### config.mk
export PLATFORM = sky130hd
export DESIGN_NAME = logic_unit_pipe_flat
export DESIGN_NICKNAME = d
export VERILOG_FILES = /design/src/rtl/logic_unit_pipe_if.sv /design/src/rtl/logic_unit_pipe.sv /design/src/flat_wrapper.sv
export SDC_FILE = /design/constraint.sdc
export NUM_CORES = 1
export LEC_CHECK = 0
export ABC_CLOCK_PERIOD_IN_PS = 5500
export CORE_UTILIZATION = 40
export DETAILED_ROUTE_END_ITERATION = 8
export PLACE_DENSITY = 0.74
export RECOVER_POWER = 100
export SLEW_MARGIN = 20
export SYNTH_ARGS = -nofsm -noshare
export SYNTH_HDL_FRONTEND = slang
export SYNTH_SLANG_ARGS = --single-unit
### constraint.sdc
create_clock -name clk -period 5.5 [get_ports clk]
set_clock_uncertainty 0.15 [all_clocks]
set_input_delay 1.375 -clock clk [delete_from_list [all_inputs] [get_ports clk]]
set_output_delay 1.375 -clock clk [all_outputs]
set_load 0.01 [all_outputs]
### src/rtl/logic_unit_pipe_if.sv
// Operand/result stream bundle for logic_unit_pipe.
// The slave side is the logic unit; the master side is the operand source
// that also acts as the result consumer.
interface logic_unit_pipe_if #(
  parameter int WIDTH = 8
);
  // Operand beat (upstream handshake)
  logic             in_valid;
  logic             in_ready;
  logic [2:0]       op;
  logic [WIDTH-1:0] a;
  logic [WIDTH-1:0] b;
  logic [WIDTH-1:0] c;

  // Result beat (downstream handshake)
  logic             out_valid;
  logic             out_ready;
  logic [WIDTH-1:0] y;
  logic             zero;
  logic             ones;
  logic             parity;

  modport master (
    output in_valid, op, a, b, c, out_ready,
    input  in_ready, out_valid, y, zero, ones, parity
  );

  modport slave (
    input  in_valid, op, a, b, c, out_ready,
    output in_ready, out_valid, y, zero, ones, parity
  );
endinterface

### src/rtl/logic_unit_pipe.sv
// Two-stage, flow-controlled bitwise logic unit.
// S1 captures the operand beat, S2 holds the result and its reduction flags.
// Both stages advance together when the consumer is able to take data, so the
// unit holds at most two beats and never reorders or drops one.
module logic_unit_pipe #(
  parameter int WIDTH = 8
) (
  input  logic              clk,
  input  logic              rst_n,
  logic_unit_pipe_if.slave  bus
);

  typedef enum logic [2:0] {
    OP_AND   = 3'd0,
    OP_OR    = 3'd1,
    OP_NOTC  = 3'd2,
    OP_XOR   = 3'd3,
    OP_NAND  = 3'd4,
    OP_NOR   = 3'd5,
    OP_XNOR  = 3'd6,
    OP_AOINV = 3'd7
  } op_e;

  // Bitwise result for the selected operation; unused operands are ignored.
  function automatic logic [WIDTH-1:0] logic_op(
    input logic [2:0]       op,
    input logic [WIDTH-1:0] a,
    input logic [WIDTH-1:0] b,
    input logic [WIDTH-1:0] c
  );
    logic [WIDTH-1:0] r;
    r = '0;
    case (op_e'(op))
      OP_AND:   r = a & b;
      OP_OR:    r = a | b;
      OP_NOTC:  r = ~c;
      OP_XOR:   r = a ^ b;
      OP_NAND:  r = ~(a & b);
      OP_NOR:   r = ~(a | b);
      OP_XNOR:  r = ~(a ^ b);
      OP_AOINV: r = (a & b) | ~c;
      default:  r = '0;
    endcase
    return r;
  endfunction

  // Reduction flags packed as {zero, ones, parity}; for WIDTH=1 this gives
  // zero=~y, ones=y, parity=y without any special casing.
  function automatic logic [2:0] flags_of(input logic [WIDTH-1:0] v);
    return {~|v, &v, ^v};
  endfunction

  // Stage 1 registers
  logic             s1_valid_q, s1_valid_d;
  logic [2:0]       s1_op_q,    s1_op_d;
  logic [WIDTH-1:0] s1_a_q,     s1_a_d;
  logic [WIDTH-1:0] s1_b_q,     s1_b_d;
  logic [WIDTH-1:0] s1_c_q,     s1_c_d;

  // Stage 2 registers
  logic             out_valid_q, out_valid_d;
  logic [WIDTH-1:0] y_q,         y_d;
  logic             zero_q,      zero_d;
  logic             ones_q,      ones_d;
  logic             parity_q,    parity_d;

  // Flow control
  logic             s2_take;
  logic             in_ready;
  logic             accept;

  // Stage-2 combinational result computed from S1 contents
  logic [WIDTH-1:0] y_calc;
  logic [2:0]       flags_calc;

  // Handshake decisions depend only on registered state and out_ready, so
  // in_ready has no combinational path from in_valid.
  always_comb begin
    s2_take  = !out_valid_q || bus.out_ready;
    in_ready = !s1_valid_q || s2_take;
    accept   = bus.in_valid && in_ready;
  end

  assign bus.in_ready  = in_ready;
  assign bus.out_valid = out_valid_q;
  assign bus.y         = y_q;
  assign bus.zero      = zero_q;
  assign bus.ones      = ones_q;
  assign bus.parity    = parity_q;

  // ---- Stage 1: operand capture ----

  // S1 next state: refill whenever the slot is free or draining this cycle.
  always_comb begin
    s1_valid_d = s1_valid_q;
    s1_op_d    = s1_op_q;
    s1_a_d     = s1_a_q;
    s1_b_d     = s1_b_q;
    s1_c_d     = s1_c_q;
    if (in_ready) begin
      s1_valid_d = bus.in_valid;
    end
    if (accept) begin
      s1_op_d = bus.op;
      s1_a_d  = bus.a;
      s1_b_d  = bus.b;
      s1_c_d  = bus.c;
    end
  end

  // S1 register with asynchronous clear of both control and data.
  always_ff @(posedge clk or negedge rst_n) begin
    if (!rst_n) begin
      s1_valid_q <= 1'b0;
      s1_op_q    <= '0;
      s1_a_q     <= '0;
      s1_b_q     <= '0;
      s1_c_q     <= '0;
    end else begin
      s1_valid_q <= s1_valid_d;
      s1_op_q    <= s1_op_d;
      s1_a_q     <= s1_a_d;
      s1_b_q     <= s1_b_d;
      s1_c_q     <= s1_c_d;
    end
  end

  // ---- Stage 2: result and flags ----

  // Evaluate the selected operation and its flags from the S1 beat.
  always_comb begin
    y_calc     = logic_op(s1_op_q, s1_a_q, s1_b_q, s1_c_q);
    flags_calc = flags_of(y_calc);
  end

  // S2 next state: advance only when the consumer can take data; the result
  // payload is refreshed only by a real beat so it stays put while idle.
  always_comb begin
    out_valid_d = out_valid_q;
    y_d         = y_q;
    zero_d      = zero_q;
    ones_d      = ones_q;
    parity_d    = parity_q;
    if (s2_take) begin
      out_valid_d = s1_valid_q;
      if (s1_valid_q) begin
        y_d      = y_calc;
        zero_d   = flags_calc[2];
        ones_d   = flags_calc[1];
        parity_d = flags_calc[0];
      end
    end
  end

  // S2 register; out_valid and the payload drop as soon as rst_n goes low.
  always_ff @(posedge clk or negedge rst_n) begin
    if (!rst_n) begin
      out_valid_q <= 1'b0;
      y_q         <= '0;
      zero_q      <= 1'b0;
      ones_q      <= 1'b0;
      parity_q    <= 1'b0;
    end else begin
      out_valid_q <= out_valid_d;
      y_q         <= y_d;
      zero_q      <= zero_d;
      ones_q      <= ones_d;
      parity_q    <= parity_d;
    end
  end

endmodule
### src/flat_wrapper.sv
// flat-port wrapper written by rule: the top's interface ports become plain ports
module logic_unit_pipe_flat 
#(
  parameter int WIDTH = 8
)
  (clk, rst_n, bus_in_valid, bus_op, bus_a, bus_b, bus_c, bus_out_ready, bus_in_ready, bus_out_valid, bus_y, bus_zero, bus_ones, bus_parity);
  logic_unit_pipe_if #(.WIDTH(WIDTH)) bus_i ();
  input  logic clk;
  input  logic rst_n;
  input wire logic [$bits(bus_i.in_valid)-1:0] bus_in_valid;
  input wire logic [$bits(bus_i.op)-1:0] bus_op;
  input wire logic [$bits(bus_i.a)-1:0] bus_a;
  input wire logic [$bits(bus_i.b)-1:0] bus_b;
  input wire logic [$bits(bus_i.c)-1:0] bus_c;
  input wire logic [$bits(bus_i.out_ready)-1:0] bus_out_ready;
  output wire logic [$bits(bus_i.in_ready)-1:0] bus_in_ready;
  output wire logic [$bits(bus_i.out_valid)-1:0] bus_out_valid;
  output wire logic [$bits(bus_i.y)-1:0] bus_y;
  output wire logic [$bits(bus_i.zero)-1:0] bus_zero;
  output wire logic [$bits(bus_i.ones)-1:0] bus_ones;
  output wire logic [$bits(bus_i.parity)-1:0] bus_parity;
  assign bus_i.in_valid = bus_in_valid;
  assign bus_i.op = bus_op;
  assign bus_i.a = bus_a;
  assign bus_i.b = bus_b;
  assign bus_i.c = bus_c;
  assign bus_i.out_ready = bus_out_ready;
  assign bus_in_ready = bus_i.in_ready;
  assign bus_out_valid = bus_i.out_valid;
  assign bus_y = bus_i.y;
  assign bus_zero = bus_i.zero;
  assign bus_ones = bus_i.ones;
  assign bus_parity = bus_i.parity;
  logic_unit_pipe #(.WIDTH(WIDTH)) u_core (.clk(clk), .rst_n(rst_n), .bus(bus_i));
endmodule
After elaboration in Yosys (flattened, before gate mapping)

Cells that the tools add are included.

Bits of input ports: 31
Logic and storage cells: 37
Register bits after elaboration: 40

Bitwise logic cells: 8
Equality and inequality tests: 7
Reduce and logical (&&, ||, !) cells: 11
Mux-type cells: 1

Operators with widths:

| cell                                                                  | count |
|---|---|
| 8-bit case mux with 8 select lines                                    | 1 |
| 8-bit NOT                                                             | 4 |
| 8-bit bitwise OR                                                      | 2 |
| 3-bit equality test, second input constant                            | 4 |
| 8-bit bitwise AND                                                     | 1 |
| 8-bit AND reduction                                                   | 1 |
| 8-bit OR reduction                                                    | 1 |
| 8-bit parity                                                          | 1 |
| 8-bit bitwise XOR                                                     | 1 |
| 3-bit by 2-bit equality test with 1-bit output, second input constant | 2 |
| 3-bit by 1-bit equality test with 1-bit output, second input constant | 1 |
| 1-bit zero test                                                       | 3 |
| 3-bit zero test                                                       | 1 |
| 1-bit logical OR                                                      | 2 |
| 2-bit AND reduction                                                   | 1 |
| 1-bit logical AND                                                     | 1 |

Longest topological paths before layout

Gate-level depths: netlist of the first run.

Depth after elaboration: 5
Gate-level depth with buffers: 11

Worst setup path after synthesis of the first run

No wires, ideal clock.

Kind: input port to output port
Start point: input bus_out_ready
End point: output bus_in_ready
Slack: 2,386 ps
Cell stages on the path: 1
Path buffers: 0
Data required time: 3,975 ps
Data arrival time: 1,589 ps
Cells stage by stage: nand3b_1

Word-level cells in the longest chain between the ends: 2

Ends and longest elaborated chain:

| element          | RTL line              | RTL |
|---|---|---|
| from (decl)      | flat_wrapper.sv:15    | `input wire logic [$bits(bus_i.out_ready)-1:0] bus_out_ready;` |
| 1-bit logical OR | logic_unit_pipe.sv:79 | `s2_take = !out_valid_q \|\| bus.out_ready;` |
| 1-bit logical OR | logic_unit_pipe.sv:80 | `in_ready = !s1_valid_q \|\| s2_take;` |
| to (decl)        | flat_wrapper.sv:16    | `output wire logic [$bits(bus_i.in_ready)-1:0] bus_in_ready;` |

Every way passes these cells.

Worst setup path after layout of the first run

Same ends and word-level chain as after synthesis.

==> results.py, run 1 <==
metrics = {
    "run_status": {
        "outcome": "finished, violations left",
        "failed_checks": "max-capacitance violations, max-slew violations",
    },
    "drt": {
        "wire_per_inst_um": 12.9,
        "antenna_left": 0,
        "drt_first_pass_iters": 4,
        "routed_wl_um": 4670,
        "drc_errors": 0,
        "via_per_inst": 5.17,
        "drt_iter0_drc": 84,
        "dr_total_vias": 1868,
    },
    "clock_network": {
        "clk_pin_slew_worst_paths_ns": 0.07,
        "clock_path_buffers": 2,
        "clock_latency_ns": 0.29,
        "cts_tree": "built",
        "h-tree-depth": 2,
        "cts_root_buffer": "clkbuf_8",
        "clock_sinks": 40,
        "hold_buffers": 0,
        "cts_made_buffers": 5,
        "postCtsSetupBuffers": 0,
        "post_cts_resized": 0,
    },
    "floorplan": {
        "fp.dieH_um": 80.9,
        "rows": 28,
        "core_area_um2": 5960,
        "start_util": 0.418,
        "ios": 44,
        "die-area_um2": 6540,
        "die_w_um": 80.9,
    },
    "place": {
        "io_buffers": 43,
        "hpwl_um": 3470,
        "placed_area_um2": 2950,
        "place.gp.congestion": 0.762,
    },
    "synthesis": {
        "syn_inst": 247,
        "synth_edf_count": 0,
        "ys_seq_area_frac": 0.402,
        "synthArstFlopShare": 1.00,
        "ys_ff_latch": 40,
        "synth_fp_nets": 302,
        "avgSynthCellArea_um2": 10.1,
        "ys.flop_type": "dfrtp_1",
        "yosysWarnings": 0,
        "syn_area_um2": 2490,
        "yosysUniqueCellTypes": 35,
    },
    "global_routing": {
        "grt_overflow": 0,
        "antenna_found_initial": 0,
        "grt.total_usage": 0.157,
        "grt_pass1_vias": 1857,
        "grt_max_degree": 41,
        "grt_pass1_wl_um": 7940,
    },
    "final_layout": {
        "antennaDiodeCount": 0,
        "stdcell_area_um2": 3050,
        "mostFrequentLayoutCell": "dfrtp_1",
        "final_cell_mix": "dfrtp_1 (40), clkdlybuf4s50_1 (28), inv_1 (26)",
        "nets": 340,
        "syn_to_final_growth_pct": 22.4,
        "drive_gt1_frac": 0.0594,
    },
    "setup_path": {
        "worstSetupPathType": "input port to primary output",
        "crit_path_max_fanout": 3,
        "required_ns": 3.97,
        "arrival_ns": 2.75,
        "worstSetupEndpointType": "primary output",
        "cp-start-kind": "input port",
        "r2r_setup_slack_ns": 2.63,
    },
    "timing": {
        "timing.fmax_ghz": 0.234,
        "maxSlewViolCount": 41,
        "fin_crit_sh": 0.777,
        "finalSetupViolCount": 0,
        "worstMarginPinSlew_ns": 2.07,
        "rsz0062_at_grt": "no",
        "finalHoldViolCount": 0,
        "relSlewSlack": -0.383,
        "setup_tns_ns": 0,
        "period_needed_ns": 4.27,
    },
    "power_and_ir_drop": {
        "ir_drop_uv": 198,
        "pwr_density_cell_nw_per_um2": 351,
        "leakage_nw": 1.37,
    },
    "flow_run": {
        "maxCapViolCount": 1,
    },
    "min_path": {
        "hp-class": "flop to flop",
    },
}
-- metrics by stage --
stage | hold WS, ns | instances | setup slack (ns) | total power, mW | utilization
2_1_floorplan | 0.307 | 247 | 2.39 | 0.705 | -
3_3_place_gp | 0.310 | 353 | 1.43 | 0.836 | 0.495
3_5_place_dp | 0.326 | 353 | 1.44 | 0.865 | 0.495
4_1_cts | 0.342 | 361 | 1.42 | 1.10 | 0.513
5_1_grt | 0.355 | 361 | 1.17 | 1.15 | 0.511
6_report | 0.330 | 361 | 1.23 | 1.07 | 0.511
-- final cells by class --
| cell class | instances | area [um^2] |
|---|---|---|
| fill | 575 | 2910 |
| multi-input combinational | 168 | 1310 |
| sequential | 40 | 1000 |
| timing repair buffer | 44 | 432 |
| inverter | 26 | 97.6 |
| tap | 75 | 93.8 |
| clock buffer | 6 | 72.6 |
| clock inverter | 2 | 35.0 |
-- critical path: stages --
cell           delay [ns]
dlygate4sd3_1        0.54
nand3b_1             0.20
dlygate4sd3_1        0.63
-- routing by layer --
metal  vias to the layer above  global-route usage  part of all wire
li1                        933                   -                 -
met3                         4              0.0360             0.037
met5                         -                   0                 0
met2                        38               0.282              0.50
met4                         0              0.0589            0.0060
met1                       893               0.181              0.46
-- registers in the layout (all words and copies together), names as in the netlist, 3 cells and up --
register	flops
u_core.s1_a_q	8
u_core.s1_op_q	3
u_core.s1_c_q	8
u_core.s1_b_q	8
u_core.bus.y	8
-- power by group --
group	switching [mW]	internal [mW]
Clock	0.0981	0.135
Sequential	0.0528	0.356
Combinational	0.203	0.224
Total	0.354	0.715
-- synth_stat cells (all sizes together), types with 2 or more instances --
library cell   n  share of area
mux2          33           0.15
nor3b          2         0.0060
nor2b          5          0.016
dfrtp         40           0.40
nand4          2         0.0050
ha            24           0.12
nor3          10          0.020
xnor2          4          0.014
a21oi          9          0.018
a221oi         2         0.0070
a221o          5          0.020
and2           2         0.0060
buf           11          0.025
o21ai         12          0.024
o22a           5          0.018
a31oi          2         0.0050
nand2         21          0.032
nand2b         4          0.010
clkbuf         2         0.0030
inv           26          0.039
nor2          10          0.015
o22ai          8          0.020
-- logic make-up (layout without fill, tap and decap cells) --
logic type / Yosys count / after routing / synth area share
buffers and inverters: 39 / 78 / 0.0669
adders and majority gates: 24 / 24 / 0.121
muxes: 33 / 33 / 0.149
DFF: 40 / 40 / 0.402
xor gates and xnor gates: 5 / 5 / 0.0176
AOI/OAI and AO/OA: 47 / 47 / 0.126
and+or+nand+nor: 59 / 59 / 0.118
-- path summary, 6_finish.rpt --
| path | cells after the start | start | end |
|---|---|---|---|
| worst min-delay path | 2 | u_core.bus.y[6]$_DFFE_PN0P_ | u_core.bus.y[6]$_DFFE_PN0P_ |
| worst min register to register | 2 | u_core.bus.y[6]$_DFFE_PN0P_ | u_core.bus.y[6]$_DFFE_PN0P_ |
| worst max register to register | 9 | u_core.s1_op_q[0]$_DFFE_PN0P_ | u_core.bus.parity$_DFFE_PN0P_ |
| worst max-delay path | 3 | bus_out_ready | bus_in_ready |
| max in group asynchronous | 1 | rst_n | u_core.s1_b_q[4]$_DFFE_PN0P_ |
| min in group asynchronous | 1 | rst_n | u_core.bus.y[3]$_DFFE_PN0P_ |
Power figures use the tool's default switching activity.
==> run 2: changes to the inputs <==
--- a/config.mk
+++ b/config.mk
@@ -5,10 +5,10 @@
 export SDC_FILE = /design/constraint.sdc
 export NUM_CORES = 1
 export LEC_CHECK = 0
-export ABC_CLOCK_PERIOD_IN_PS = 5500
+export ABC_CLOCK_PERIOD_IN_PS = 3800
 export CORE_UTILIZATION = 40
 export DETAILED_ROUTE_END_ITERATION = 8
-export PLACE_DENSITY = 0.74
+export PLACE_DENSITY = 0.77
 export RECOVER_POWER = 100
 export SLEW_MARGIN = 20
 export SYNTH_ARGS = -nofsm -noshare
==> constraint.sdc (replaced) <==
create_clock -name clk -period 3.8 [get_ports clk]
set_clock_uncertainty 0.15 [all_clocks]
set_input_delay 0.95 -clock clk [delete_from_list [all_inputs] [get_ports clk]]
set_output_delay 0.95 -clock clk [all_outputs]
set_load 0.01 [all_outputs]
==> results.py, run 2 (synthesis gave the netlist of run 1 again) <==
metrics = {
    "floorplan": {
        "start_util": 0.418,
        "die-area_um2": 6540,
        "ios": 44,
        "fp.dieH_um": 80.9,
        "core_area_um2": 5960,
        "die_w_um": 80.9,
        "rows": 28,
    },
    "setup_path": {
        "cpMostUsedCell": "dlygate4sd3_1",
        "crit_path_max_fanout": 3,
        "crit_family": "buffers and inverters",
        "arrival_ns": 2.30,
        "cpPeakStageDelay_ns": 0.62,
        "required_ns": 2.70,
        "cp.depth": 3,
        "worstPathCellList": "dlygate4sd3_1, nand3b_1, dlygate4sd3_1",
        "critPathBufInv": 2,
        "rr_worst_depth": 9,
        "worstSetupPathType": "input port to primary output",
        "worstSetupEndpointType": "primary output",
        "cp_slowest_cell": "dlygate4sd3_1",
        "cp-start-kind": "input port",
    },
    "drt": {
        "drt_iter0_drc": 93,
        "routed_wl_um": 4650,
        "antenna_left": 0,
        "dr_total_vias": 1899,
        "drt_first_pass_iters": 4,
        "drc_errors": 0,
        "wire_per_inst_um": 12.9,
        "via_per_inst": 5.25,
    },
    "clock_network": {
        "post_cts_resized": 0,
        "clock_latency_ns": 0.29,
        "clock_path_buffers": 2,
        "cts_tree": "built",
        "clock_sinks": 40,
        "clk_pin_slew_worst_paths_ns": 0.07,
        "postCtsSetupBuffers": 0,
        "hold_buffers": 0,
        "cts_root_buffer": "clkbuf_8",
        "cts_made_buffers": 5,
        "h-tree-depth": 2,
    },
    "final_layout": {
        "nets": 341,
        "mostFrequentLayoutCell": "dfrtp_1",
        "stdcell_count": 362,
        "syn_to_final_growth_pct": 22.4,
        "final_cell_mix": "dfrtp_1 (40), clkdlybuf4s50_1 (28), inv_1 (26)",
        "num-fill-cells": 573,
        "antennaDiodeCount": 0,
        "drive_gt1_frac": 0.0557,
    },
    "flow_run": {
        "maxCapViolCount": 2,
    },
    "global_routing": {
        "grt_overflow": 0,
        "grt.total_usage": 0.156,
        "antenna_found_initial": 0,
        "grt_pass1_wl_um": 7900,
        "grt_max_degree": 41,
        "grt_pass1_vias": 1754,
    },
    "run_status": {
        "outcome": "finished, violations left",
        "failed_checks": "max-capacitance violations, max-slew violations",
    },
    "min_path": {
        "hp-class": "flop to flop",
        "min_path_cells": 2,
    },
    "timing": {
        "rsz0062_at_grt": "no",
        "setup_tns_ns": 0,
        "fin_crit_sh": 0.895,
        "worstMarginPinSlew_ns": 2.08,
        "period_needed_ns": 3.40,
        "finalSetupViolCount": 0,
        "maxSlewViolCount": 68,
        "relSlewSlack": -0.388,
        "timing.fmax_ghz": 0.294,
        "holdWs_ns": 0.324,
        "finalHoldViolCount": 0,
    },
    "place": {
        "io_buffers": 43,
        "place.gp.congestion": 0.807,
        "dpl.cell_count": 354,
        "hpwl_um": 3450,
    },
    "power_and_ir_drop": {
        "pwr_density_cell_nw_per_um2": 506,
        "ir_drop_uv": 256,
        "leakage_nw": 1.37,
    },
}
[run 2: changes by cell type in the layout (fill, tap and decap cells not counted)]
| cell | previous run | this run |
|---|---|---|
| and2_4 | 1 | 0 |
| and2_0 | 0 | 1 |
| clkbuf_1 | 2 | 3 |
[run 2: final timing paths]
path,from,to,slack [ns]
hold / removal,u_core.bus.y[6]$_DFFE_PN0P_,u_core.bus.y[6]$_DFFE_PN0P_,0.32
min in group asynchronous,rst_n,u_core.bus.parity$_DFFE_PN0P_,1.10
max in group asynchronous,rst_n,u_core.s1_a_q[5]$_DFFE_PN0P_,1.20
setup reg to reg,u_core.s1_op_q[0]$_DFFE_PN0P_,u_core.bus.parity$_DFFE_PN0P_,0.82
setup / recovery,bus_out_ready,bus_in_ready,0.40
hold reg to reg,u_core.bus.y[6]$_DFFE_PN0P_,u_core.bus.y[6]$_DFFE_PN0P_,0.32
[run 2: metrics by stage]
step           utilization  area (um^2)  power (mW)  setup WS (ns)
2_1_floorplan            -         2490        1.02           1.48
3_3_place_gp         0.496         2950        1.21          0.612
3_5_place_dp         0.496         2950        1.24          0.599
4_1_cts              0.514         3060        1.59          0.596
5_1_grt              0.512         3050        1.66          0.351
6_report             0.512         3050        1.54          0.399
[run 2: report_power, final]
group	total [mW]	switching (mW)	internal [mW]
Clock	0.337	0.142	0.195
Combinational	0.612	0.290	0.323
Sequential	0.591	0.0765	0.515
Total	1.54	0.508	1.03
[run 2: worst reg2reg max path, stage by stage (launching register included)]
cell	delay, ns
dfrtp_1	0.86
nor2b_1	0.31
and2_0	0.33
a221o_1	0.21
o22a_1	0.22
inv_1	0.07
ha_1	0.28
xnor2_1	0.18
xnor2_1	0.13
o21ai_0	0.09
[run 2: layout make-up]
class                           instances  area [um^2]  share of cell area
Sequential cell                        40         1000               0.329
Clock buffer                            6         72.6              0.0238
Multi-Input combinational cell        168         1310               0.430
Tap cell                               75         93.8              0.0308
Clock inverter                          2         35.0              0.0115
Inverter                               26         97.6              0.0320
Timing Repair Buffer                   45          435               0.143
[run 2: layer usage]
metal | routed length (um) | global-route usage | up-vias
met2 | 2260 | 0.269 | 44
met3 | 208 | 0.0416 | 8
met5 | 0 | 0 | -
met4 | 57 | 0.0393 | 0
met1 | 2130 | 0.192 | 912
li1 | - | - | 935
